<file path="src/rtl/chunked_adder.sv">
// Multi-cycle add/subtract: one CHUNK-wide slice, registered carry between slices; optional accumulate mode via CHUNKED_ADDER_ACC_EN.
// Latency: start sampled at E0, done pulse and updated sum/cout/ovf after edge EN (N = WIDTH/CHUNK).
// Backpressure: start is ignored while busy=1; a start during the done cycle is accepted.
`timescale 1ns/1ps

module chunked_adder #(
  parameter int WIDTH = 16,
  parameter int CHUNK = 4
) (
  input  logic             clk,
  input  logic             rst,
  input  logic             start,
  input  logic [WIDTH-1:0] a,
  input  logic [WIDTH-1:0] b,
  input  logic             cin,
  input  logic             sub,
`ifdef CHUNKED_ADDER_ACC_EN
  input  logic             acc,
`endif
  output logic             busy,
  output logic             done,
  output logic [WIDTH-1:0] sum,
  output logic             cout,
  output logic             ovf
);

  // Number of chunk cycles and the width of the chunk index counter.
  localparam int N    = WIDTH / CHUNK;
  localparam int IDXW = (N > 1) ? $clog2(N) : 1;
  localparam int MSB  = WIDTH - 1;

  localparam logic [IDXW-1:0]  LAST_IDX   = IDXW'(N - 1);
  localparam logic [WIDTH-1:0] CHUNK_MASK = WIDTH'({CHUNK{1'b1}});

  typedef enum logic {
    S_IDLE = 1'b0,
    S_RUN  = 1'b1
  } state_t;

  // Control state.
  state_t           state_q, state_d;
  logic [IDXW-1:0]  idx_q,   idx_d;

  // Operands captured at start (b already conditioned for subtract).
  logic [WIDTH-1:0] a_q,     a_d;
  logic [WIDTH-1:0] b_q,     b_d;
  logic             carry_q, carry_d;

  // Partial result assembled one chunk at a time.
  logic [WIDTH-1:0] work_q,  work_d;

  // Registered outputs; they move only on the done edge (or reset).
  logic [WIDTH-1:0] sum_q,   sum_d;
  logic             cout_q,  cout_d;
  logic             ovf_q,   ovf_d;
  logic             done_q,  done_d;
  logic             busy_q,  busy_d;

  // Operand conditioning at start.
  logic [WIDTH-1:0] a_sel;
  logic [WIDTH-1:0] b_eff;
  logic             c_eff;

  // Datapath of the single chunk slice.
  int               base;
  logic [CHUNK-1:0] a_chunk;
  logic [CHUNK-1:0] b_chunk;
  logic [CHUNK:0]   chunk_res;
  logic [WIDTH-1:0] work_next;

`ifdef CHUNKED_ADDER_ACC_EN
  // In accumulate mode the previous result replaces operand a.
  assign a_sel = acc ? sum_q : a;
`else
  assign a_sel = a;
`endif

  // Subtract is a + ~b + 1; a borrow-in flips the injected carry.
  assign b_eff = b ^ {WIDTH{sub}};
  assign c_eff = cin ^ sub;

  // Select the current chunk of each operand and add it with the carried bit.
  always_comb begin
    base      = int'(idx_q) * CHUNK;
    a_chunk   = CHUNK'(a_q >> base);
    b_chunk   = CHUNK'(b_q >> base);
    chunk_res = {1'b0, a_chunk} + {1'b0, b_chunk} + {{CHUNK{1'b0}}, carry_q};
    work_next = (work_q & ~(CHUNK_MASK << base))
              | (WIDTH'(chunk_res[CHUNK-1:0]) << base);
  end

  // Next-state logic for the IDLE/RUN sequencer and the result registers.
  always_comb begin
    state_d = state_q;
    idx_d   = idx_q;
    a_d     = a_q;
    b_d     = b_q;
    carry_d = carry_q;
    work_d  = work_q;
    sum_d   = sum_q;
    cout_d  = cout_q;
    ovf_d   = ovf_q;
    done_d  = 1'b0;
    busy_d  = busy_q;

    unique case (state_q)
      S_IDLE: begin
        if (start) begin
          a_d     = a_sel;
          b_d     = b_eff;
          carry_d = c_eff;
          idx_d   = '0;
          work_d  = '0;
          busy_d  = 1'b1;
          state_d = S_RUN;
        end
      end

      S_RUN: begin
        work_d  = work_next;
        carry_d = chunk_res[CHUNK];
        idx_d   = idx_q + IDXW'(1);
        if (idx_q == LAST_IDX) begin
          // Last chunk: publish the full result and flags, drop busy.
          sum_d   = work_next;
          cout_d  = chunk_res[CHUNK];
          ovf_d   = (a_q[MSB] == b_q[MSB]) && (work_next[MSB] != a_q[MSB]);
          done_d  = 1'b1;
          busy_d  = 1'b0;
          idx_d   = '0;
          state_d = S_IDLE;
        end
      end

      default: begin
        state_d = S_IDLE;
        busy_d  = 1'b0;
      end
    endcase
  end

  // State registers; reset aborts any operation in flight without a done pulse.
  always_ff @(posedge clk or posedge rst) begin
    if (rst) begin
      state_q <= S_IDLE;
      idx_q   <= '0;
      a_q     <= '0;
      b_q     <= '0;
      carry_q <= 1'b0;
      work_q  <= '0;
      sum_q   <= '0;
      cout_q  <= 1'b0;
      ovf_q   <= 1'b0;
      done_q  <= 1'b0;
      busy_q  <= 1'b0;
    end else begin
      state_q <= state_d;
      idx_q   <= idx_d;
      a_q     <= a_d;
      b_q     <= b_d;
      carry_q <= carry_d;
      work_q  <= work_d;
      sum_q   <= sum_d;
      cout_q  <= cout_d;
      ovf_q   <= ovf_d;
      done_q  <= done_d;
      busy_q  <= busy_d;
    end
  end

  assign busy = busy_q;
  assign done = done_q;
  assign sum  = sum_q;
  assign cout = cout_q;
  assign ovf  = ovf_q;

endmodule

</file>
<file path="config.mk">
export PLATFORM = sky130hd
export DESIGN_NAME = chunked_adder
export DESIGN_NICKNAME = d
export VERILOG_FILES = /design/src/rtl/chunked_adder.sv
export SDC_FILE = /design/constraint.sdc
export NUM_CORES = 1
export LEC_CHECK = 0
export BUFFER_PORTS_ARGS = -buffer_cell sky130_fd_sc_hd__clkbuf_2
export CAP_MARGIN = 30
export CELL_PAD_IN_SITES_DETAIL_PLACEMENT = 1
export CELL_PAD_IN_SITES_GLOBAL_PLACEMENT = 2
export CORE_UTILIZATION = 39
export DETAILED_ROUTE_END_ITERATION = 8
export PLACE_DENSITY = 0.87
export SLEW_MARGIN = 20
export SYNTH_ARGS = -nofsm -noshare
export SYNTH_HDL_FRONTEND = slang
export SYNTH_SLANG_ARGS = --single-unit
</file>
<file path="constraint.sdc">
create_clock -name clk -period 5.92 [get_ports clk]
set_input_delay 0 -clock clk [delete_from_list [all_inputs] [get_ports clk]]
set_output_delay 0 -clock clk [all_outputs]
set_load 0.01 [all_outputs]
</file>
==> results.cfg, run 1 <==
[clocking]
cts.repair.resized = 0
cts_sinks = 68
cts_buffer_depth = 2
clock_latency_ps = 350
cts_root_buffer = clkbuf_8
cts_setup_buffers = 0
cts_made_buffers = 9
clkTransAtPathRegs_ps = 70
cts_tree = yes
cts_htree_levels = 3

[sta]
finalCritPeriodShare_pct = 55.5
period_needed_ps = 3280
fin_skew_ps = 6.33
setup_violations = 0
max_freq_mhz = 304
fin_setup_tns_ps = 0
slew_viol_final = 0
rsz0062_at_grt = no
finalHoldViolCount = 0
fin_hold_ws_ps = 166
max_slew_margin_pct = 42.2
worstMarginPinSlew_ps = 867
timing.final.ws_setup_ps = 2640

[pwr]
irDropWorstVdd_v = 0.000332
power_density_nw_per_um2 = 585
leakagePower_nw = 1.86

[worst_setup_path]
path_class = reg2reg
crit_required_ps = 6190
cp_max_fo = 18
worstPathArrival_ps = 3550
rr_worst_depth = 6
startpoint_type = register
end_kind = register

[synth]
synth.ff_latch_count = 68
synth_fa_ha_area_share_pct = 4.01
mappedNetlistArea_um2 = 3180
synth_compound_area_share_pct = 13.1
yosys.area_share.simple_pct = 8.70
synth_xor_area_share_pct = 4.96
yosysSeqAreaShare_pct = 53.5
synthMuxAreaShare_pct = 12.0
syn_area_per_cell_um2 = 11.5
ys.warnings.count = 0
synthDistinctLibCells = 38
synth_top_family_by_area = compound AO/OA/AOI/OAI gates
syn-instance-count = 277
syn-num-nets = 323

[drt]
drt_iter0_markers = 143
wl_per_cell_um = 16.3
viasPerCell = 5.14
totalWireLength_um = 7660
drc = 0
ant_nets = 0
vias = 2412
drtPass1Iterations = 4

[layout]
drive_above_1_share_pct = 27.2
synthToLayoutAreaGrowth_pct = 27.6
fin_nets = 409
n_antenna_cell = 0
fin_area_um2 = 4060
fin_cells = 469

[grt]
grt-ovfl-total = 0
grt_pass1_vias = 2641
grt_pass1_wl_um = 12900
antenna_found_initial = 0
grt_max_degree = 69
grt_use_total_pct = 20.0

[floorplanning]
start_util_pct = 40.7
design.core.area_um2 = 7810
dieHeight_um = 92.3
die_w_um = 92.3
io_pins = 57
die-area_um2 = 8520
std_cell_rows = 32

[place]
dp_hpwl_um = 5070
portBuffers = 56
dp_cells = 419
dpl_cell_area_um2 = 3520
gp_congestion = 0.770
dp_worst_setup_slack_ps = 2620

[hold_path]
holdCritPathClass = in2reg
hold_path_depth = 5

[status]
status = finished, final reports clean

[job]
maxCapViolCount = 0
## path summary, 6_finish.rpt
| kind | to | start | slack (ps) |
|---|---|---|---|
| min in group asynchronous | a_q[4]$_DFFE_PP0P_ | rst | 440 |
| max in group asynchronous | work_q[8]$_DFFE_PP0P_ | rst | 4890 |
| max reg2reg | work_q[10]$_DFFE_PP0P_ | idx_q[0]$_DFFE_PP0P_ | 2640 |
| min reg2reg | b_q[5]$_DFFE_PP0P_ | b_q[5]$_DFFE_PP0P_ | 480 |
| max | work_q[10]$_DFFE_PP0P_ | idx_q[0]$_DFFE_PP0P_ | 2640 |
| min | carry_q$_DFFE_PP0P_ | cin | 170 |
## routing by layer
metal | global-route usage (%) | vias to the layer above | share of wire [%]
li1 | - | 1145 | -
met4 | 10.3 | 0 | 2.8
met3 | 3.61 | 18 | 2.6
met5 | 0 | - | 0
met2 | 35.8 | 56 | 53
met1 | 22.9 | 1193 | 42
## cell families (layout without fill, tap and decap cells)
| family | after synthesis | after routing |
|---|---|---|
| AND/OR/NAND/NOR | 68 | 68 |
| AO/OA/AOI/OAI | 60 | 60 |
| adder cells (fa/ha/maj) | 9 | 9 |
| multiplexers | 26 | 26 |
| buffers and inverters | 28 | 118 |
| XOR/XNOR | 18 | 18 |
| flip-flops | 68 | 68 |
## worst max-delay path, cell delays in order, from the launching register on
cell and delay [ps]:
dfrtp_1 880, mux4_2 610, fa_1 440, fa_1 410, xor2_1 530, nand2_1 140
o21ai_0 180
## cell usage after synthesis, drive strengths merged
library cell,number,share of area (%)
a21boi,1,0.24
a21o,3,0.75
a21oi,5,0.79
a221o,1,0.31
a221oi,9,2.5
a22o,3,0.83
a32o,6,1.9
and3,1,0.20
and3b,1,0.28
buf,9,1.5
clkbuf,8,0.98
clkinv,1,0.12
dfrtp,68,54
fa,2,1.3
ha,7,2.8
inv,10,1.2
mux2,16,5.7
mux2i,2,0.63
mux4,8,5.7
nand2,35,4.2
nand2b,2,0.39
nand3,1,0.16
nor2,26,3.1
nor4,2,0.39
o21ai,26,4.1
o22a,1,0.28
o31a,1,0.28
o31ai,1,0.24
o32a,2,0.67
o41ai,1,0.28
xnor2,17,4.7
xor2,1,0.28
## cell usage in the layout (no fill, tap or decap), types with 2 or more instances in the layout
cell           instances
nor2_1                26
dlygate4sd3_1         34
clkinv_2               2
clkbuf_2              56
clkbuf_8              11
a22o_1                 3
o21ai_0               26
a21oi_1                5
xnor2_1               17
a21o_1                 2
nor4_1                 2
ha_1                   7
a221oi_1               9
fa_1                   2
inv_1                  9
mux2_2                16
dfrtp_1               68
a32o_1                 6
mux4_2                 8
nand2_1               34
clkbuf_1               2
mux2i_1                2
## report_power, final
part           switching, mW  total (mW)  internal, mW
logic                  0.673        1.18         0.505
clock network          0.169       0.341         0.172
registers              0.175       0.855         0.680
## state kept, by name, summed over array words and instances (netlist names)
name and count:
sum 16, ovf 1, idx_q 2, b_q 16, busy 1, done 1, work_q 12, a_q 16
carry_q 1, cout 1, state_q 1
## timing repair
action                                 4_1_cts  5_1_grt
setup endpoints to repair                    0        0
endpoints found under the hold margin      101        0
hold buffers                                34        0
## per-stage QoR
step | power, mW | util [%]
2_1_floorplan | 1.65 | -
3_3_place_gp | 1.97 | 45.1
3_5_place_dp | 2.03 | 45.1
4_1_cts | 2.39 | 51.6
5_1_grt | 2.55 | 52.0
6_report | 2.37 | 52.0
## area by class of cell
cell class	count	area, um^2
Sequential cell	68	1700
Tap cell	102	128
Timing Repair Buffer	92	656
Inverter	11	41.3
Multi-Input combinational cell	181	1360
Fill cell	873	3750
Clock buffer	13	159
Clock inverter	2	10.0
Power figures use the tool's default switching activity.
==> inputs of run 2 (changes only) <==
--- a/config.mk
+++ b/config.mk
@@ -5,13 +5,14 @@
 export SDC_FILE = /design/constraint.sdc
 export NUM_CORES = 1
 export LEC_CHECK = 0
+export ABC_AREA = 1
 export BUFFER_PORTS_ARGS = -buffer_cell sky130_fd_sc_hd__clkbuf_2
 export CAP_MARGIN = 30
 export CELL_PAD_IN_SITES_DETAIL_PLACEMENT = 1
 export CELL_PAD_IN_SITES_GLOBAL_PLACEMENT = 2
-export CORE_UTILIZATION = 39
+export CORE_UTILIZATION = 35
 export DETAILED_ROUTE_END_ITERATION = 8
-export PLACE_DENSITY = 0.87
+export PLACE_DENSITY = 0.83
 export SLEW_MARGIN = 20
 export SYNTH_ARGS = -nofsm -noshare
 export SYNTH_HDL_FRONTEND = slang
==> constraint.sdc (replaced) <==
create_clock -name clk -period 3.3 [get_ports clk]
set_input_delay 0 -clock clk [delete_from_list [all_inputs] [get_ports clk]]
set_output_delay 0 -clock clk [all_outputs]
set_load 0.01 [all_outputs]
==> run 2 against run 1 <==
  * Worst hold slack worse by 140 ps
  * Worst setup slack worse by 2000 ps
  * Sequential cell count up 1
  * Sequential share of layout area down 1.7 points
  * Design area up 5.7%
  * Global-route usage down 1.1 points
  * Critical path type unchanged
  * Critical endpoint is now sum[6]$_DFFE_PP0P_
  * Largest cell class unchanged
  * Highest routed layer unchanged
==> results.cfg, run 2 <==
[status]
status = finished, final reports clean

[grt]
grt-ovfl-total = 0
grt_pass1_vias = 2837
antenna_found_initial = 0
grt_pass1_wl_um = 14300
grt_use_total_pct = 18.9
grt_max_degree = 45

[floorplanning]
die-area_um2 = 9960
io_pins = 57
std_cell_rows = 35
design.core.area_um2 = 9240
start_util_pct = 36.2
dieHeight_um = 99.8
die_w_um = 99.8

[layout]
drive_above_1_share_pct = 24.3
fin_nets = 482
final_util_pct = 46.4
n_antenna_cell = 0
layout_commonest_cell = nand2_1
final.fill_count = 1087
final_cell_mix = nand2_1 (73), dfrtp_1 (69), clkbuf_2 (56)
synthToLayoutAreaGrowth_pct = 28.1

[synth]
synth_top_family_by_area = simple AND/OR/NAND/NOR gates
synth_xor_area_share_pct = 4.71
syn-instance-count = 347
ys.warnings.count = 0
synth.area.top_cells = dfrtp_1 (52%), nand2_1 (8.2%), mux2_4 (4.5%), o22ai_1 (4.5%), xnor2_1 (4.4%)
mappedNetlistArea_um2 = 3350
synthDistinctLibCells = 31
syn-num-nets = 393
yosys.area_share.simple_pct = 13.5
syn_area_per_cell_um2 = 9.65
synth_edf_count = 0
async_flop_share_pct = 100
yosysSeqAreaShare_pct = 51.6
synthFlopType = dfrtp_1
synth.most_common_cell = nand2_1
yosysTopAreaCellShare_pct = 51.6
synth.ff_latch_count = 69
synth_compound_area_share_pct = 13.4
synth_fa_ha_area_share_pct = 3.81
synthMuxAreaShare_pct = 6.50
yosys-top-cells-count = nand2_1 (73), dfrtp_1 (69), o21ai_1 (29)
synth_top_area_cell = dfrtp_1

[drt]
drc = 0
drt_iter0_markers = 76
viasPerCell = 4.64
totalWireLength_um = 8420
ant_nets = 0
vias = 2645
drtPass1Iterations = 4
wl_per_cell_um = 14.8

[clocking]
cts_sinks = 69
cts_htree_levels = 3
clock_latency_ps = 360
cts_made_buffers = 9
cts_setup_buffers = 0
clkTransAtPathRegs_ps = 80
cts.repair.resized = 0
postCtsHoldBufs = 34
cts_tree = yes
cts_root_buffer = clkbuf_8
cts_buffer_depth = 2

[place]
portBuffers = 56
gp_congestion = 0.749
dp_hpwl_um = 5790
dp_worst_setup_slack_ps = 656

[worst_setup_path]
path_class = reg2reg
worstPathArrival_ps = 2970
crit_required_ps = 3590
startpoint_type = register
end_kind = register
cp_max_fo = 23

[sta]
timing.final.ws_setup_ps = 612
fin_hold_ws_ps = 23.6
fin_skew_ps = 13.7
max_slew_margin_pct = 43.2
slew_viol_final = 0
worstMarginPinSlew_ps = 849
max_freq_mhz = 372
finalCritPeriodShare_pct = 81.5
finalHoldViolCount = 0
rsz0062_at_grt = no
period_needed_ps = 2690
setup_violations = 0
fin_setup_tns_ps = 0

[job]
maxCapViolCount = 0

[pwr]
power.share.switching_pct = 43.3
p_switching_mw = 1.92
leakagePower_nw = 2.06
pwr-share-clk_pct = 15.4
power_density_nw_per_um2 = 1030
p_comb_share_pct = 51.3
pwr-share-seq_pct = 33.3
internal_power_mw = 2.51
irDropWorstVdd_v = 0.000387

[hold_path]
holdCritPathClass = in2reg
==> run 2: cell families after synthesis <==
kind of cell,Yosys count
DFF,69
buffers and inverters,48
xor gates and xnor gates,18
adders and majority gates,9
muxes,16
AOI/OAI and AO/OA,80
and+or+nand+nor,107
==> run 2: path summary, 6_finish.rpt <==
check | start | to | slack (ps) | depth (start not counted)
worst max-delay path | idx_q[0]$_DFFE_PP0P_ | sum[6]$_DFFE_PP0P_ | 610 | 11
worst min-delay path | cin | carry_q$_DFFE_PP0P_ | 20 | 3
worst max register to register | idx_q[0]$_DFFE_PP0P_ | sum[6]$_DFFE_PP0P_ | 610 | 11
worst min register to register | sum[11]$_DFFE_PP0P_ | sum[11]$_DFFE_PP0P_ | 480 | 2
max in group asynchronous | rst | carry_q$_DFFE_PP0P_ | 2150 | 5
min in group asynchronous | rst | sum[8]$_DFFE_PP0P_ | 230 | 3
==> run 2: critical path: stages (launching register included) <==
cell and delay [ps]:
dfrtp_1 340, buf_4 190, inv_2 190, o21ai_0 200
o22ai_1 120, fa_1 460, fa_1 420, xor2_1 240
nand2_1 130, o22ai_1 130, inv_1 80, o21ai_1 110
==> run 2: power by group through the flow <==
stage          clock network (mW)  logic (mW)  registers (mW)
6_report                    0.681        2.28            1.48
3_3_place_gp                    0        2.15            1.48
4_1_cts                     0.704        2.29            1.48
2_1_floorplan                   0        1.67            1.44
3_5_place_dp                    0        2.25            1.50
5_1_grt                     0.736        2.58            1.53
==> run 2: per-layer routing <==
layer / part of all wire, % / wire length (um) / global-route usage (%)
met3: 2.5 / 214 / 3.55
met5: 0 / 0 / 0
met2: 50 / 4180 / 32.5
met4: 2.0 / 165 / 8.48
met1: 46 / 3860 / 23.1
==> run 2: cell type report <==
class | instances | area [um^2] | area share (%)
sequential | 69 | 1730 | 40.3
multi-input combinational | 230 | 1400 | 32.7
inverter | 28 | 105 | 2.45
tap | 129 | 161 | 3.76
clock inverter | 6 | 63.8 | 1.49
timing repair buffer | 98 | 701 | 16.3
clock buffer | 10 | 128 | 2.98
==> run 2: stage by stage <==
step                instances  cell area [um^2]  power (mW)
floorplan                 347              3350        3.11
global placement          519              3730        3.63
detailed placement        519              3730        3.74
CTS                       569              4260        4.47
global route              570              4290        4.85
finish                    570              4290        4.43
==> inputs of run 3 (changes only) <==
--- a/config.mk
+++ b/config.mk
@@ -10,9 +10,9 @@
 export CAP_MARGIN = 30
 export CELL_PAD_IN_SITES_DETAIL_PLACEMENT = 1
 export CELL_PAD_IN_SITES_GLOBAL_PLACEMENT = 2
-export CORE_UTILIZATION = 35
+export CORE_UTILIZATION = 31
 export DETAILED_ROUTE_END_ITERATION = 8
-export PLACE_DENSITY = 0.83
+export PLACE_DENSITY = 0.78
 export SLEW_MARGIN = 20
 export SYNTH_ARGS = -nofsm -noshare
 export SYNTH_HDL_FRONTEND = slang
==> constraint.sdc (replaced) <==
create_clock -name clk -period 2.2 [get_ports clk]
set_input_delay 0 -clock clk [delete_from_list [all_inputs] [get_ports clk]]
set_output_delay 0 -clock clk [all_outputs]
set_load 0.01 [all_outputs]
==> run 3 against run 2 <==
  * The flow now finishes with violations (setup timing)
  * Core utilization fell by 3.7 points
  * Sequential share of layout area fell by 1.4 points
  * Worst hold slack barely moved
  * Global-route usage fell by 2.2 points
  * Wire length rose by 0.33%
  * Critical path depth fell by 3
  * Clock skew fell by 3.6 ps
  * Design area rose by 3.6%
  * Non-clock buffer count rose by 10
  * Highest routed layer unchanged
==> results.cfg, run 3 (synthesis results as in run 2) <==
[floorplanning]
start_util_pct = 32.1
std_cell_rows = 37
die-area_um2 = 11200
io_pins = 57
die_w_um = 106
design.core.area_um2 = 10400
dieHeight_um = 106

[layout]
fin_nets = 492
drive_above_1_share_pct = 29.4
synthToLayoutAreaGrowth_pct = 32.8
n_antenna_cell = 0
final_cell_mix = nand2_1 (72), dfrtp_1 (67), clkbuf_2 (56)
layout_commonest_cell = nand2_1
fin_cells = 585

[status]
failed_checks = setup timing
status = finished with violations

[hold_path]
hold_path_depth = 3
hold_path.startpoint = cin
holdCritPathClass = in2reg

[drt]
wl_met1_um = 3730
viasPerCell = 4.69
drtPass1Iterations = 4
route.met2.wl_um = 4350
vias = 2741
drt_iter0_markers = 96
ant_nets = 0
top_layer_used = met4
drc = 0
routed-wl-met3_um = 294
totalWireLength_um = 8450
wl_per_cell_um = 14.4

[worst_setup_path]
cp_top_family = adder cells
worstPathCellList = o21ai_1, o22ai_2, fa_2, fa_2, nand2_2, o22ai_1, inv_1, o21ai_1
cpPeakStageDelay_ps = 580
regToRegStartpoint = idx_q[0]$_DFFE_PP0P_
startpoint_type = register
critPathBufInv = 1
worstPathArrival_ps = 2510
path_class = reg2reg
crit_start = idx_q[0]$_DFFE_PP0P_
crit_required_ps = 2480
critPathSlowestCell = fa_2
path_depth = 8
end_kind = register
rr_worst_depth = 8
cp_max_fo = 7

[pwr]
irDropWorstVdd_v = 0.000524
leakagePower_nw = 2.12
power_density_nw_per_um2 = 1590

[sta]
slew_viol_final = 0
finalCritPeriodShare_pct = 101
max_slew_margin_pct = 59.1
fin_skew_ps = 10.0
rsz0062_at_grt = yes
max_freq_mhz = 449
worstMarginPinSlew_ps = 612
setup_violations = 8
timing.final.ws_setup_ps = -27.0
finalHoldViolCount = 0
period_needed_ps = 2230

[clocking]
cts_root_buffer = clkbuf_8
cts_buffer_depth = 2
clock_latency_ps = 350
cts_sinks = 69
clkTransAtPathRegs_ps = 70
cts_made_buffers = 9
cts_tree = yes
cts_htree_levels = 3

[grt]
grt_pass1_vias = 2980
grt-ovfl-total = 0
antenna_found_initial = 0
grt_use_total_pct = 16.7
grt_max_degree = 44
grt_pass1_wl_um = 14500

[place]
dp_hpwl_um = 5990
portBuffers = 56
dp_cells = 536
gp_congestion = 0.772
dp_worst_setup_slack_ps = -110

[job]
maxCapViolCount = 0
run 3: layout make-up:
cell class,count,area (um^2)
repair buffers,108,777
inverters,28,113
multi-input cells,230,1480
flip-flops and latches,69,1730
clock inverters,2,35.0
well taps,136,170
clock buffers,12,145
fillers,1218,5970
run 3: timing repair:
action | 4_1_cts | 5_1_grt
hold buffers | 34 | 0
cloned | 0 | 1
hold endpoints to repair | 59 | 0
gates resized for setup | 10 | 17
endpoints found under the setup margin | 14 | 23
setup buffers | 0 | 0
run 3: per-layer routing:
layer	GRT usage, %	up-vias
li1	-	1340
met2	30.0	50
met3	4.41	5
met5	0	-
met4	3.87	0
met1	19.7	1346
run 3: path summary, 6_finish.rpt:
check	slack [ps]	to
max	-30	sum[9]$_DFFE_PP0P_
min	20	carry_q$_DFFE_PP0P_
max reg2reg	-30	sum[9]$_DFFE_PP0P_
min reg2reg	480	sum[11]$_DFFE_PP0P_
max in group asynchronous	1290	idx_q[0]$_DFFE_PP0P_
min in group asynchronous	250	work_q[8]$_DFFE_PP0P_
run 3: power by group:
| group | internal, mW | switching, mW |
|---|---|---|
| clock | 0.541 | 0.454 |
| combinational | 1.69 | 2.15 |
| sequential | 1.85 | 0.385 |
run 3: worst register-to-register path: cells and delay by family (launching register included):
family | cells | cell delay, ps
simple gates | 1 | 80
flops | 1 | 480
buf+inv | 1 | 70
compound gates | 4 | 590
fa+ha+maj | 2 | 950
run 3: through the flow:
stage / total power, mW / setup TNS (ps) / util (%) / cell area [um^2] / hold WS, ps
floorplan: 4.73 / -3.03 / - / 3380 / 132
global placement: 5.68 / 0 / 36.8 / 3830 / 99.2
detailed placement: 5.81 / -947 / 36.8 / 3830 / 99.7
CTS: 7.00 / 0 / 42.0 / 4380 / 4.12
global route: 7.69 / -1630 / 42.7 / 4440 / 25.8
finish: 7.07 / -85.5 / 42.7 / 4440 / 23.8
